$ cat src/rtl/autoscale_bfp.sv
// rtl/autoscale_bfp.sv - multi-channel signed autoscaler with optional block-floating-point frame shift
module autoscale_bfp #(
    parameter int DIN_WIDTH = 16,
    parameter int N_CH      = 2,
    parameter int MAX_SHIFT = 8,
    parameter int MODE      = 0,
    parameter int FRAME_LEN = 4
) (
    input  logic                              clk,
    input  logic                              rst_n,
    input  logic [N_CH*DIN_WIDTH-1:0]         din,
    input  logic                              din_valid,
    output logic                              din_ready,
    output logic [N_CH*DIN_WIDTH-1:0]         dout,
    output logic [$clog2(MAX_SHIFT+1)-1:0]    dout_shift,
    output logic                              dout_valid,
    output logic                              dout_last
);
    localparam int SW = $clog2(MAX_SHIFT + 1);
    localparam int AW = (FRAME_LEN > 1) ? $clog2(FRAME_LEN) : 1;
    localparam int DW = N_CH * DIN_WIDTH;

    typedef enum logic {COLLECT, DRAIN} state_t;

    // Common shift of all channels: min of redundant sign bits, clamped to MAX_SHIFT.
    function automatic logic [SW-1:0] norm_shift(input logic [DW-1:0] v);
        int   best;
        int   c;
        logic done;
        best = MAX_SHIFT;
        for (int k = 0; k < N_CH; k++) begin
            c    = 0;
            done = 1'b0;
            for (int i = DIN_WIDTH - 2; i >= 0; i--) begin
                if (!done && (v[k*DIN_WIDTH+i] == v[k*DIN_WIDTH+DIN_WIDTH-1])) c++;
                else done = 1'b1;
            end
            if (c < best) best = c;
        end
        return best[SW-1:0];
    endfunction

    state_t          state_q, state_d;
    logic [AW-1:0]   cnt_q, cnt_d;
    logic [AW-1:0]   rd_addr_q, rd_addr_d;
    logic [SW-1:0]   runmin_q, runmin_d;
    logic [SW-1:0]   frame_shift_q, frame_shift_d;
    logic [DW-1:0]   mem_q [FRAME_LEN];
    logic            mem_we;
    logic [DW-1:0]   s1_data_q, s1_data_d;
    logic [SW-1:0]   s1_shift_q, s1_shift_d;
    logic            s1_valid_q, s1_valid_d;
    logic            s1_last_q, s1_last_d;
    logic [DW-1:0]   dout_d;
    logic [SW-1:0]   samp_shift;
    logic [SW-1:0]   samp_min;
    logic            accept;

    assign din_ready  = (MODE == 0) ? 1'b1 : (!rst_n || (state_q == COLLECT));
    assign accept     = din_valid && din_ready;
    assign samp_shift = norm_shift(din);
    assign samp_min   = (samp_shift < runmin_q) ? samp_shift : runmin_q;

    always_comb begin
        state_d       = state_q;
        cnt_d         = cnt_q;
        rd_addr_d     = rd_addr_q;
        runmin_d      = runmin_q;
        frame_shift_d = frame_shift_q;
        mem_we        = 1'b0;
        s1_data_d     = s1_data_q;
        s1_shift_d    = s1_shift_q;
        s1_valid_d    = 1'b0;
        s1_last_d     = 1'b0;
        if (MODE == 0) begin
            s1_valid_d = din_valid;
            s1_last_d  = din_valid;
            if (din_valid) begin
                s1_data_d  = din;
                s1_shift_d = samp_shift;
            end
        end else begin
            case (state_q)
                COLLECT: begin
                    if (accept) begin
                        mem_we = 1'b1;
                        if (cnt_q == AW'(FRAME_LEN - 1)) begin
                            frame_shift_d = samp_min;
                            cnt_d         = '0;
                            runmin_d      = SW'(MAX_SHIFT);
                            rd_addr_d     = '0;
                            state_d       = DRAIN;
                        end else begin
                            cnt_d    = cnt_q + AW'(1);
                            runmin_d = samp_min;
                        end
                    end
                end
                DRAIN: begin
                    // Read data carries its own shift so a following frame cannot disturb it.
                    s1_valid_d = 1'b1;
                    s1_data_d  = mem_q[rd_addr_q];
                    s1_shift_d = frame_shift_q;
                    s1_last_d  = (rd_addr_q == AW'(FRAME_LEN - 1));
                    if (rd_addr_q == AW'(FRAME_LEN - 1)) begin
                        rd_addr_d = '0;
                        state_d   = COLLECT;
                    end else begin
                        rd_addr_d = rd_addr_q + AW'(1);
                    end
                end
                default: state_d = COLLECT;
            endcase
        end
    end

    always_comb begin
        dout_d = '0;
        for (int k = 0; k < N_CH; k++) begin
            dout_d[k*DIN_WIDTH +: DIN_WIDTH] = s1_data_q[k*DIN_WIDTH +: DIN_WIDTH] << s1_shift_q;
        end
    end

    always_ff @(posedge clk) begin
        if (mem_we) mem_q[cnt_q] <= din;
    end

    always_ff @(posedge clk) begin
        if (!rst_n) begin
            state_q       <= COLLECT;
            cnt_q         <= '0;
            rd_addr_q     <= '0;
            runmin_q      <= SW'(MAX_SHIFT);
            frame_shift_q <= '0;
            s1_data_q     <= '0;
            s1_shift_q    <= '0;
            s1_valid_q    <= 1'b0;
            s1_last_q     <= 1'b0;
            dout          <= '0;
            dout_shift    <= '0;
            dout_valid    <= 1'b0;
            dout_last     <= 1'b0;
        end else begin
            state_q       <= state_d;
            cnt_q         <= cnt_d;
            rd_addr_q     <= rd_addr_d;
            runmin_q      <= runmin_d;
            frame_shift_q <= frame_shift_d;
            s1_data_q     <= s1_data_d;
            s1_shift_q    <= s1_shift_d;
            s1_valid_q    <= s1_valid_d;
            s1_last_q     <= s1_last_d;
            dout          <= dout_d;
            dout_shift    <= s1_shift_q;
            dout_valid    <= s1_valid_q;
            dout_last     <= s1_last_q;
        end
    end
endmodule

$ cat config.mk
export PLATFORM = sky130hd
export DESIGN_NAME = autoscale_bfp
export DESIGN_NICKNAME = d
export VERILOG_FILES = /design/src/rtl/autoscale_bfp.sv
export SDC_FILE = /design/constraint.sdc
export NUM_CORES = 1
export LEC_CHECK = 0
export BUFFER_PORTS_ARGS = -buffer_cell sky130_fd_sc_hd__buf_4
export CAP_MARGIN = 10
export CORE_ASPECT_RATIO = 0.9
export CORE_MARGIN = 4
export CORE_UTILIZATION = 55
export CTS_BUF_LIST = sky130_fd_sc_hd__clkbuf_4 sky130_fd_sc_hd__clkbuf_8 sky130_fd_sc_hd__clkbuf_16
export CTS_CLUSTER_SIZE = 20
export DETAILED_ROUTE_END_ITERATION = 12
export GPL_ROUTABILITY_DRIVEN = 1
export PLACE_DENSITY = 0.75
export SKIP_CTS_REPAIR_TIMING = 1
export SLEW_MARGIN = 20
export SYNTH_ARGS = -nofsm -noshare
export SYNTH_HDL_FRONTEND = slang
export SYNTH_SLANG_ARGS = --single-unit
export TNS_END_PERCENT = 10
$ cat constraint.sdc
create_clock -name clk -period 12.5 [get_ports clk]
set_input_delay 1.25 -clock clk [delete_from_list [all_inputs] [get_ports clk]]
set_output_delay 1.25 -clock clk [all_outputs]
set_load 0.02 [all_outputs]
==> results of run 1 <==
==> final timing paths <==
path / startpoint / cells after the start / slack [ns] / endpoint
worst max-delay path: din[15] / 61 / 0.91 / s1_shift_q[3]
worst min-delay path: s1_last_q / 1 / 0.46 / dout_last
worst max register to register: s1_shift_q[0] / 8 / 10.02 / dout[10]
worst min register to register: s1_last_q / 1 / 0.46 / dout_last
==> metrics by stage <==
step / total power [mW] / hold WS [ns] / setup slack (ns) / cell area [µm²]
2_1_floorplan: 0.412 / 0.412 / 1.09 / 7480
3_3_place_gp: 0.461 / 0.417 / 0.761 / 7980
3_5_place_dp: 0.464 / 0.437 / 0.460 / 7980
4_1_cts: 0.722 / 0.454 / 0.779 / 8280
5_1_grt: 0.760 / 0.504 / 0.0874 / 8290
6_report: 0.720 / 0.456 / 0.909 / 8290
==> cell families after synthesis <==
kind of cell	share of synthesized area, %
adders and majority gates	6.55
DFF	20.0
muxes	13.1
and+or+nand+nor	26.7
buffers and inverters	5.37
xor gates and xnor gates	5.96
AOI/OAI and AO/OA	22.3
other	0.101
==> cell usage in the layout (no fill, tap or decap), types with 8 or more instances in the layout <==
cell         n
xnor2_1     24
a31oi_1     13
xor2_1       9
nor2_1     123
a21oi_1     63
o22ai_1     21
a211oi_1    25
o21ai_0     45
nand4_1      8
nor3_1      20
nand3_1     29
and3_1      13
or2_2       12
inv_1       32
buf_4       75
conb_1      20
and2_1      16
mux2i_1     68
mux2_2      17
dfxtp_1     72
nand2_1    101
or3_1       11
ha_1        38
clkbuf_16    9
==> state kept, by name, summed over array words and instances, names as in the netlist <==
register    count
dout_shift      4
dout_last       1
s1_last_q       1
dout           32
s1_data_q      32
s1_shift_q      4
==> cells in the mapped netlist, types with 20 or more instances <==
cell type,count,area [µm²]
nor2_1,123,462
o21ai_0,45,225
a21oi_1,64,320
a211oi_1,25,188
nand2_1,101,379
inv_1,32,120
mux2i_1,68,681
nand3_1,29,145
o22ai_1,21,131
ha_1,38,475
nor3_1,20,100
clkbuf_1,36,135
dfxtp_1,74,1480
xnor2_1,24,210
==> power groups by stage <==
stage          clock network [mW]  registers, mW  logic, mW
5_1_grt                     0.272          0.265      0.222
3_3_place_gp                    0          0.268      0.193
3_5_place_dp                    0          0.268      0.195
6_report                    0.257          0.264      0.199
4_1_cts                     0.262          0.264      0.197
2_1_floorplan                   0          0.273      0.140
==> routing by layer <==
metal  track usage [%]  part of all wire (%)  up-vias  wire, µm
li1                  -                     -     3685         -
met1              31.4                    47     3311      8450
met2              38.0                    47      160      8610
met3              3.20                   4.7       21       862
met4              5.66                   1.3        0       234
met5                 0                     0        -         0
==> cell type report <==
cell class                      instances  share of cell area [%]
Clock inverter                          6                   0.785
Clock buffer                           10                    2.81
Tap cell                              164                    2.48
Sequential cell                        74                    17.9
Inverter                               33                    1.49
Timing Repair Buffer                   76                    6.93
Multi-Input combinational cell        838                    67.6
==> flow_summary.toml, run 1 <==
[final_layout]
fillers = 1169
antennaDiodeCount = 0
drive_gt1_share_pct = 14.4
final_nets = 1105
fin_util_pct = 64.1
multi_input_area_um2 = 5600
seq_area_um2 = 1480
instances_no_fill = 1201
syn2layout_area_growth_pct = 11.8

[floorplanning]
rows = 39
die_h_um = 118
start_util_pct = 57.3
num_io_pins = 74
coreArea_um2 = 12900
die_area_um2 = 15400
die_w_um = 130

[critical_path]
worstPathArrival_ns = 11.79
cpMaxStageDelayCell = "or4_1"
worstSetupPathType = "input pin to flop"
crit_fanout = 37
critPathMostFrequentCell = "ha_1"
critPathCaptureType = "flop"
critPathBufInv = 3
crit_family = "adder cells"
cpPeakStageDelay_ns = 0.52
required_ns = 12.70
cp-start-kind = "input pin"

[power]
p_leak_nw = 3.46
p_int_mw = 0.493
seqPwrFrac_pct = 36.6
cellPowerDensity_nw_per_um2 = 86.9
vdd_ir_drop_max_v = 0.0000813
swShare_pct = 31.5
power_frac_comb_pct = 27.7
power_switching_mw = 0.227
clkPwrFrac_pct = 35.7

[routing]
drc = 0
drt_first_pass_iters = 5
vias = 7177
vias_per_cell = 5.98
routed_wl_um = 18200
routedWlPerCell_um = 15.1
ant_nets = 0
drt-initial-drc-count = 428

[clock_network]
clkTransAtPathRegs_ns = 0.06
h-tree-depth = 3
cts_made_buffers = 9
insertion_delay_ns = 0.34
cts_tree = "yes"
clock_path_buffers = 2
cts-root-buf = "clkbuf_16"
clkSinkCount = 74

[synthesis]
synth_seq_cells = 74
syn_avg_cell_area_um2 = 7.50
syn_inst = 988
synth_top_flop_cell = "dfxtp_1"
synth_cell_type_count = 88
synth_area_um2 = 7410
ys_async_sr_fraction_pct = 0
ys_warn_count = 0
ys_seq_area_share_pct = 20.0
synth_edf_count = 0

[timing]
rsz0062_at_grt = "false"
finalSetupViolCount = 0
finalCritPeriodShare_pct = 92.7
slew_viol_final = 0
clock_skew_ns = 0.00642
tns_ns = 0
tightest_slew_ns = 0.979
hold_violations = 0
min_period_ns = 11.59
relSlewSlack_pct = 34.7
fmax_mhz = 86.3

[grt]
track_usage_pct = 23.0
grt_pass1_wl_um = 29900
grt.overflow.total = 0
grt_pass1_vias = 6277
grt_max_degree = 42
antenna_found_initial = 0

[outcome]
outcome = "finished clean"

[run]
drv_cap = 0

[placement]
dp.cells = 1185
hpwl_um = 13800
port_buffers = 72
gp_congestion = 0.983

[min_path]
hp-class = "flop to flop"
(Power assumes the default switching activity.)
==> inputs of run 2 (changes only) <==
--- a/config.mk
+++ b/config.mk
@@ -14,7 +14,9 @@
 export CTS_CLUSTER_SIZE = 20
 export DETAILED_ROUTE_END_ITERATION = 12
 export GPL_ROUTABILITY_DRIVEN = 1
+export MAX_ROUTING_LAYER = met4
 export PLACE_DENSITY = 0.75
+export SETUP_SLACK_MARGIN = 0.4
 export SKIP_CTS_REPAIR_TIMING = 1
 export SLEW_MARGIN = 20
 export SYNTH_ARGS = -nofsm -noshare
==> constraint.sdc (replaced) <==
create_clock -name clk -period 14.8 [get_ports clk]
set_input_delay 1.48 -clock clk [delete_from_list [all_inputs] [get_ports clk]]
set_output_delay 1.48 -clock clk [all_outputs]
set_load 0.02 [all_outputs]
==> run 2 against run 1 <==
Global-route usage is 1.4 points higher. Combinational power is 15% lower. Power is 14% lower. Via count is 1.7% higher. Sequential share of layout area stayed put. Design area stayed put. Worst hold slack worse by 0.019 ns. Core utilization stayed put. Critical path type unchanged. Critical endpoint unchanged. Largest cell class unchanged. Largest power group is now the clock network.
==> flow_summary.toml, run 2 (synthesized netlist as in run 1, its figures left out) <==
[outcome]
outcome = "finished clean"

[critical_path]
cp-start-kind = "input pin"
worstSetupPathType = "input pin to flop"
required_ns = 14.99
r2r_cells = 8
crit_fanout = 37
critPathMostFrequentCell = "ha_1"
cpPeakStageDelay_ns = 0.55
reg2reg_from = "s1_shift_q[0]"
worstPathArrival_ns = 12.32
rrSetupSlack_ns = 12.33
r2r-end = "dout[10]"
critPathCaptureType = "flop"
cpMaxStageDelayCell = "or4_1"

[floorplanning]
coreArea_um2 = 12900
rows = 39
die_w_um = 130
die_h_um = 118
start_util_pct = 57.3
num_io_pins = 74
die_area_um2 = 15400

[routing]
routed_wl_um = 18400
routedWlPerCell_um = 15.3
drc = 0
drt-initial-drc-count = 467
vias_per_cell = 6.08
drt_first_pass_iters = 5
ant_nets = 0
vias = 7299

[clock_network]
clkSinkCount = 74
cts-root-buf = "clkbuf_16"
cts_made_buffers = 9
clkTransAtPathRegs_ns = 0.06
insertion_delay_ns = 0.34
h-tree-depth = 3
clock_path_buffers = 2
cts_tree = "yes"

[grt]
grt_use_met1_pct = 32.6
grt_max_degree = 42
track_usage_pct = 24.3
top_usage_layer = "met2"
grt_pass1_vias = 6436
grt_pass1_wl_um = 31000
grt.overflow.total = 0
antenna_found_initial = 0
grt_use_met2_pct = 39.4
grtUsageMet3_pct = 2.84

[timing]
finalSetupViolCount = 0
slew_viol_final = 0
min_period_ns = 12.13
hold_violations = 0
clock_skew_ns = 0.00808
rsz0062_at_grt = "false"
tns_ns = 0
finalCritPeriodShare_pct = 82.0
tightest_slew_ns = 0.980
relSlewSlack_pct = 34.7
fmax_mhz = 82.4

[final_layout]
syn2layout_area_growth_pct = 11.8
final_cell_mix = "123 x nor2_1, 101 x nand2_1, 75 x buf_4"
final_nets = 1104
layout_commonest_cell = "nor2_1"
antennaDiodeCount = 0
fin_util_pct = 64.1
drive_gt1_share_pct = 14.2
reg_top3 = "dout (32), s1_data_q (32)"

[min_path]
whs_endpoint = "dout_last"
hold_depth = 1
hp-start = "s1_last_q"
hp-class = "flop to flop"

[placement]
gp_congestion = 1.00
port_buffers = 72
hpwl_um = 14000

[power]
p_leak_nw = 3.46
vdd_ir_drop_max_v = 0.0000698
cellPowerDensity_nw_per_um2 = 74.4

[run]
drv_cap = 0
## run 2: worst max path at each step
stage	slack (ns)	to	start
2_1_floorplan	3.16	s1_shift_q[3]	din[15]
3_3_place_gp	2.83	s1_shift_q[0]	din[15]
3_5_place_dp	2.49	s1_shift_q[0]	din[15]
4_1_cts	2.80	s1_shift_q[0]	din[15]
5_1_grt	1.82	s1_shift_q[0]	din[15]
6_report	2.67	s1_shift_q[3]	din[15]
## run 2: routing by layer
| metal | share of wire [%] | wire, µm | vias to the layer above |
|---|---|---|---|
| li1 | - | - | 3684 |
| met1 | 45 | 8350 | 3369 |
| met2 | 47 | 8730 | 216 |
| met3 | 5.5 | 1010 | 30 |
| met4 | 1.8 | 324 | 0 |
| met5 | 0 | 0 | - |
## run 2: where the power goes
group          internal [mW]  switching, mW  total [mW]
clock                  0.140         0.0853       0.225
sequential             0.212         0.0101       0.222
combinational         0.0714         0.0978       0.169
total                  0.424          0.193       0.617
## run 2: layout make-up
type                       count  area (µm²)
clock buffer                  11         253
clock inverter                 5        60.1
fill                        1197        4640
inverter                      33         124
multi-input combinational    838        5600
sequential                    74        1480
tap                          164         205
timing repair buffer          75         563
## run 2: critical path: cells and delay by family
kind            cells  cell delay (ns)
fa+ha+maj          13             3.80
compound gates     23             3.60
simple gates       17             2.11
mux                 3             0.62
buf+inv             3             0.37
xor+xnor            2             0.31
## run 2: per-stage QoR
step | std cells | area (µm²) | setup slack, ns | hold WS (ns) | total power [mW]
after CTS | 1200 | 8290 | 2.80 | 0.439 | 0.618
after global routing | 1200 | 8290 | 1.82 | 0.484 | 0.650
after floorplan | 1006 | 7480 | 3.16 | 0.412 | 0.348
final | 1200 | 8290 | 2.67 | 0.436 | 0.617
after global placement | 1184 | 7980 | 2.83 | 0.416 | 0.390
after detailed placement | 1184 | 7980 | 2.49 | 0.419 | 0.392
